<file path="config.mk">
export PLATFORM = sky130hd
export DESIGN_NAME = inst_loader
export DESIGN_NICKNAME = d
export VERILOG_FILES = /design/src/rtl/inst_loader_pkg.sv /design/src/rtl/inst_loader_byte_pack.sv /design/src/rtl/inst_loader.sv
export SDC_FILE = /design/constraint.sdc
export NUM_CORES = 1
export LEC_CHECK = 0
export CAP_MARGIN = 20
export CELL_PAD_IN_SITES_DETAIL_PLACEMENT = 2
export CELL_PAD_IN_SITES_GLOBAL_PLACEMENT = 2
export CORE_ASPECT_RATIO = 2
export CORE_MARGIN = 2
export CORE_UTILIZATION = 30
export CTS_BUF_LIST = sky130_fd_sc_hd__clkbuf_8
export DETAILED_ROUTE_END_ITERATION = 7
export GPL_TIMING_DRIVEN = 0
export PLACE_DENSITY_LB_ADDON = 0.08
export SLEW_MARGIN = 20
export SYNTH_ARGS = -nofsm -noshare
export SYNTH_HDL_FRONTEND = slang
export SYNTH_SLANG_ARGS = --single-unit
</file>
<file path="constraint.sdc">
create_clock -name clk -period 2.4 [get_ports clk]
set_input_delay 0.6 -clock clk [delete_from_list [all_inputs] [get_ports clk]]
set_output_delay 0.6 -clock clk [all_outputs]
set_load 0.005 [all_outputs]
</file>
<file path="src/rtl/inst_loader_pkg.sv">
// inst_loader_pkg: shared definitions for the instruction loader.
//   - state_t        : loader FSM states (CSUM exists only when the checksum
//                      feature is built in)
//   - BYTE_W         : width of one stream byte
//   - DEFAULT_ADDR_W : default instruction-memory address width
// Build option: INST_LOADER_CHECKSUM_EN adds the CSUM state.
package inst_loader_pkg;

  localparam int BYTE_W         = 8;
  localparam int DEFAULT_ADDR_W = 8;

`ifdef INST_LOADER_CHECKSUM_EN
  typedef enum logic [2:0] {
    IDLE = 3'd0,
    HDR  = 3'd1,
    DATA = 3'd2,
    CSUM = 3'd3,
    FIN  = 3'd4
  } state_t;
`else
  typedef enum logic [2:0] {
    IDLE = 3'd0,
    HDR  = 3'd1,
    DATA = 3'd2,
    FIN  = 3'd4
  } state_t;
`endif

endpackage

</file>
<file path="src/rtl/inst_loader_byte_pack.sv">
// byte_pack: assembles a little-endian byte stream into 16-bit words.
// Ports:
//   clk, rst    : clock, asynchronous active-low reset
//   clear       : forces the byte phase back to "low" (start of a new load)
//   xfer        : a byte transfers this cycle
//   data_byte   : the byte being transferred
//   word        : {current byte, latched low byte}; valid when word_valid=1
//   word_valid  : high in the cycle the high byte transfers
module byte_pack
  import inst_loader_pkg::*;
(
  input  logic                  clk,
  input  logic                  rst,
  input  logic                  clear,
  input  logic                  xfer,
  input  logic [BYTE_W-1:0]     data_byte,
  output logic [2*BYTE_W-1:0]   word,
  output logic                  word_valid
);

  logic              phase_reg;  // 0: expecting low byte, 1: expecting high byte
  logic [BYTE_W-1:0] low_reg;

  always_ff @(posedge clk or negedge rst) begin
    if (!rst) begin
      phase_reg <= 1'b0;
      low_reg   <= '0;
    end else if (clear) begin
      phase_reg <= 1'b0;
    end else if (xfer) begin
      if (!phase_reg) low_reg <= data_byte;
      phase_reg <= ~phase_reg;
    end
  end

  // The word is presented combinationally so the loader can register the
  // memory write on the very edge that takes the high byte.
  assign word       = {data_byte, low_reg};
  assign word_valid = xfer & phase_reg;

endmodule

</file>
<file path="src/rtl/inst_loader.sv">
// inst_loader: loads a byte stream (header word N, N data words, optional
// checksum trailer) into instruction memory while holding the CPU in reset.
// Ports:
//   clk, rst            : clock, asynchronous active-low reset
//   start               : begin a load (sampled in IDLE only)
//   in_valid/in_byte    : byte-stream source
//   in_ready            : loader takes in_byte this cycle
//   mem_we/mem_addr/
//   mem_wdata           : registered instruction-memory write port
//   cpu_hold            : keeps fetch/PC logic in reset during a load
//   busy                : load in progress
//   done                : one-cycle pulse at the end of every load
//   err                 : sticky error of the last load
// Build option: INST_LOADER_CHECKSUM_EN enables the 16-bit sum trailer check.
module inst_loader
  import inst_loader_pkg::*;
#(
  parameter int ADDR_W = DEFAULT_ADDR_W,
  parameter int WORD_W = 16              // fixed at 16 in this revision
) (
  input  logic              clk,
  input  logic              rst,
  input  logic              start,
  input  logic              in_valid,
  input  logic [BYTE_W-1:0] in_byte,
  output logic              in_ready,
  output logic              mem_we,
  output logic [ADDR_W-1:0] mem_addr,
  output logic [WORD_W-1:0] mem_wdata,
  output logic              cpu_hold,
  output logic              busy,
  output logic              done,
  output logic              err
);

  // One extra bit so a full-memory load (N = 2**ADDR_W) is representable.
  localparam int                CNT_W = ADDR_W + 1;
  localparam logic [CNT_W-1:0]  ONE   = CNT_W'(1);
  localparam logic [31:0]       DEPTH = 32'd1 << ADDR_W;

  state_t              state_reg, state_next;
  logic [CNT_W-1:0]    count_reg;
  logic [CNT_W-1:0]    n_reg;
  logic                mem_we_reg;
  logic [ADDR_W-1:0]   mem_addr_reg;
  logic [WORD_W-1:0]   mem_wdata_reg;
  logic                err_reg;
`ifdef INST_LOADER_CHECKSUM_EN
  logic [15:0]         sum_reg;
`endif

  logic                xfer;
  logic                load_start;
  logic [15:0]         word;
  logic                word_valid;
  logic                hdr_zero;
  logic                hdr_big;
  logic                last_word;

  assign xfer       = in_valid & in_ready;
  assign load_start = (state_reg == IDLE) & start;
  assign hdr_zero   = (word == 16'd0);
  assign hdr_big    = (32'(word) > DEPTH);
  assign last_word  = ((count_reg + ONE) == n_reg);

  byte_pack u_pack (
    .clk        (clk),
    .rst        (rst),
    .clear      (load_start),
    .xfer       (xfer),
    .data_byte  (in_byte),
    .word       (word),
    .word_valid (word_valid)
  );

  // FSM state register
  always_ff @(posedge clk or negedge rst) begin
    if (!rst) state_reg <= IDLE;
    else      state_reg <= state_next;
  end

  // Moore-style status outputs, decoded from the state register only so that
  // in_ready never depends on in_valid.
  always_comb begin
    in_ready = 1'b0;
    busy     = 1'b0;
    cpu_hold = 1'b0;
    done     = 1'b0;
    case (state_reg)
      HDR, DATA: begin
        in_ready = 1'b1;
        busy     = 1'b1;
        cpu_hold = 1'b1;
      end
`ifdef INST_LOADER_CHECKSUM_EN
      CSUM: begin
        in_ready = 1'b1;
        busy     = 1'b1;
        cpu_hold = 1'b1;
      end
`endif
      FIN:     done = 1'b1;
      default: ;
    endcase
  end

  // Next-state logic
  always_comb begin
    state_next = state_reg;
    case (state_reg)
      IDLE: if (start) state_next = HDR;
      HDR: begin
        if (word_valid) state_next = (hdr_zero || hdr_big) ? FIN : DATA;
      end
      DATA: begin
        if (word_valid && last_word) begin
`ifdef INST_LOADER_CHECKSUM_EN
          state_next = CSUM;
`else
          state_next = FIN;
`endif
        end
      end
`ifdef INST_LOADER_CHECKSUM_EN
      CSUM: if (word_valid) state_next = FIN;
`endif
      FIN:     state_next = IDLE;
      default: state_next = IDLE;
    endcase
  end

  // Datapath: counter, header latch, registered write port, error flag
  always_ff @(posedge clk or negedge rst) begin
    if (!rst) begin
      count_reg     <= '0;
      n_reg         <= '0;
      mem_we_reg    <= 1'b0;
      mem_addr_reg  <= '0;
      mem_wdata_reg <= '0;
      err_reg       <= 1'b0;
`ifdef INST_LOADER_CHECKSUM_EN
      sum_reg       <= '0;
`endif
    end else begin
      mem_we_reg <= 1'b0;
      if (load_start) begin
        err_reg   <= 1'b0;
        count_reg <= '0;
`ifdef INST_LOADER_CHECKSUM_EN
        sum_reg   <= '0;
`endif
      end
      if (word_valid) begin
        case (state_reg)
          HDR: begin
            if (hdr_big) err_reg <= 1'b1;
            else         n_reg   <= CNT_W'(word);
          end
          DATA: begin
            mem_we_reg    <= 1'b1;
            mem_addr_reg  <= count_reg[ADDR_W-1:0];
            mem_wdata_reg <= WORD_W'(word);
            count_reg     <= count_reg + ONE;
`ifdef INST_LOADER_CHECKSUM_EN
            sum_reg       <= sum_reg + word;
`endif
          end
`ifdef INST_LOADER_CHECKSUM_EN
          CSUM: if (word != sum_reg) err_reg <= 1'b1;
`endif
          default: ;
        endcase
      end
    end
  end

  assign mem_we    = mem_we_reg;
  assign mem_addr  = mem_addr_reg;
  assign mem_wdata = mem_wdata_reg;
  assign err       = err_reg;

endmodule
</file>
==> metrics <==
area growth from synthesis to layout=25.1%; Yosys cell types=42; Mapped Cells=275; Iter 0 DRT Violations=63; Top Usage Layer GRT=met2; power per cell area=713 nW/µm²; number of global-route vias before repair=2380; Core ar.=8590 µm²; synthesized area per cell=9.59 µm²; Vias per Instance=5.08; Crit path largest cell delay=0.54 ns; Reg area=1400 µm²; Post-synth top flop=dfrtp_1; global-route wire length before repair=12.5 mm; GRT overflow=0; max cap viols=0; ANT nets after route=0; hpwl dp=5.84 mm; RSZ-0062 raised after global routing=false; number of flops mapped to enable cells by yosys=0; FF-to-FF setup slack=0.23 ns; worst r2r dst=state_reg[1]; P_int=1.61 mW; WL/cell=17.8 µm; worst r2r src=count_reg[0]; # clock sinks=56; delay-heaviest family, CP=buffers and inverters; 1st-pass router iterations=3; Vert. Die Dim=137 µm; Seq cells post-synth=56; Clk Latency, worst-skew pair=0.32 ns; Comb pwr share=0.243; gpl congestion=0.763; clock skew=0.0119 ns; CP max FO=9; footprint of the multi-input gates=1140 µm²; All-Layer GR Usage=0.167; CP Launch Type=primary input; met3 Use GR=0.0221; status=finished, final reports clean; dpl ws=-0.526 ns; max FFs per register=16; CP arrival=2.48 ns; clock tree buffer depth=2; WP data required=2.61 ns; WHS=0.152 ns; I/O Pins=42; Worst VDD drop=0.410 mV; FF-to-FF path depth=7; hold_buf cts=0; number of CTS-inserted buffers=5; routed wire length=7.53 mm; crit-path cells=clkdlybuf4s50_1 -> nand2_1 -> or4_1 -> buf_2 -> nor3_4 -> buf_12 -> mux2_2; CP Buf/Inv Count=3; Min-Delay Path Class=in2async; Yosys warnings=0; final setup vio count=0; antenna cells=0; layout cells sized above 1=0.130; Cells after DPL=417; drt drc=0; Setup WS post-layout=0.134 ns; CP Capture Type=flop; syn nets=288; GR Layer Usage met1=0.185; port buffer count=41; Die Footprint=9600 µm²; post-layout min period=2.27 ns; met2 GRT Util=0.325; Critical-path top delay cell=clkdlybuf4s50_1; Max Freq=441 MHz; sequential share of power=0.522; Worst-path clk slew=0.12 ns; Non-Filler Instances=424; CTS Root Cell=clkbuf_8; final hold violation count=0; LEAKAGE=1.54 nW; Switching Fraction=0.318; Post-Syn Area=2640 µm²; Setup Crit Path Kind=in2reg; via count=2156; Worst Tran Pin Value=0.594 ns; Clk pwr share=0.235; Std-Cell Rows=48; starting density of the core=0.307; Nets=336; final slew viol count=0; Worst slew margin=0.601; Seq/Total Area, Yosys=0.531; CTS tree=built; Final period util=0.944; Synth async-reset ratio=1.00; Horiz. Die Dim=70.3 µm; Psw=748 µW; antenna violations before repair=0; H-tree level count=2; largest net degree at the start of global routing=39; fill count=982
worst max-delay path by stage:
stage	slack [ns]	cells past startpoint	startpoint	end
global route	0.05	7	in_valid	mem_addr[3]
global placement	-1.23	1	rst	u_pack.low_reg[7]
finish	0.13	7	in_valid	n_reg[0]
detailed placement	-0.53	8	in_valid	count_reg[2]
CTS	0.001	5	state_reg[0]	cpu_hold
floorplan	0.40	5	in_valid	n_reg[8]
power groups by stage:
stage | registers [mW] | logic [mW] | clock network [mW]
after global placement | 1.24 | 0.573 | 0
after detailed placement | 1.25 | 0.598 | 0
after CTS | 1.23 | 0.603 | 0.577
after floorplan | 1.18 | 0.342 | 0
after global routing | 1.25 | 0.638 | 0.617
final | 1.23 | 0.573 | 0.553
placed cells by master (no fill, tap or decap), types with 2 or more instances in the layout:
master,n
nor4_1,3
and2_1,3
clkbuf_8,5
nor2_1,13
xnor2_1,7
nand3_1,4
clkbuf_2,3
nand3b_1,3
clkdlybuf4s50_1,39
o21ai_0,16
nand4_1,4
buf_4,2
dfrtp_1,55
inv_1,3
clkbuf_1,7
buf_2,2
nor3_1,3
mux2_2,18
or4_1,2
buf_12,2
xor2_1,5
a2111oi_0,2
buf_1,2
o41ai_1,2
nand2_1,84
o31ai_1,3
a31oi_1,2
and3b_1,2
a21oi_1,5
cells in the mapped netlist, drive strengths merged (4+ instances only):
master   n  share of area
dfrtp   56           0.53
mux2    18          0.077
o21ai   16          0.030
clkbuf  10          0.014
nor3     4          0.012
inv      4         0.0057
nand2   84           0.12
xnor2    7          0.023
nand3    4         0.0076
a21oi    5         0.0095
nor2    14          0.020
xor2     5          0.017
nand4    4         0.0095
buf      8          0.018
cells by family after synthesis:
group	synth area share
compound gates	0.0840
flops	0.531
buf+inv	0.0384
fa+ha+maj	0.00474
simple gates	0.225
xor+xnor	0.0398
mux	0.0768
routing by layer:
| layer | wire length, µm | vias to the layer above | share of wire |
|---|---|---|---|
| met5 | 0 | - | 0 |
| li1 | - | 1021 | - |
| met3 | 151 | 5 | 0.020 |
| met1 | 2950 | 1103 | 0.39 |
| met2 | 4350 | 27 | 0.58 |
| met4 | 82 | 0 | 0.011 |
layout make-up:
class / instances / area share
Buffer: 16 / 0.0235
Clock buffer: 5 / 0.0209
Clock inverter: 3 / 0.00683
Inverter: 4 / 0.00455
Multi-Input combinational cell: 197 / 0.345
Sequential cell: 56 / 0.425
Tap cell: 100 / 0.0379
Timing Repair Buffer: 43 / 0.137
what timing repair did:
action,CTS,global route
setup buffers,0,1
gates resized for setup,3,4
setup endpoints to repair,20,17
pin swaps,2,2
per-stage QoR:
step / TNS, ns / power (mW) / utilization / cell area [µm²]
2_1_floorplan: 0 / 1.52 / - / 2640
3_3_place_gp: -81.12 / 1.82 / 0.369 / 3170
3_5_place_dp: -13.78 / 1.85 / 0.372 / 3190
4_1_cts: 0 / 2.41 / 0.382 / 3280
5_1_grt: 0 / 2.50 / 0.384 / 3300
6_report: 0 / 2.35 / 0.384 / 3300
No activity file was read; power rests on OpenSTA's default activity.
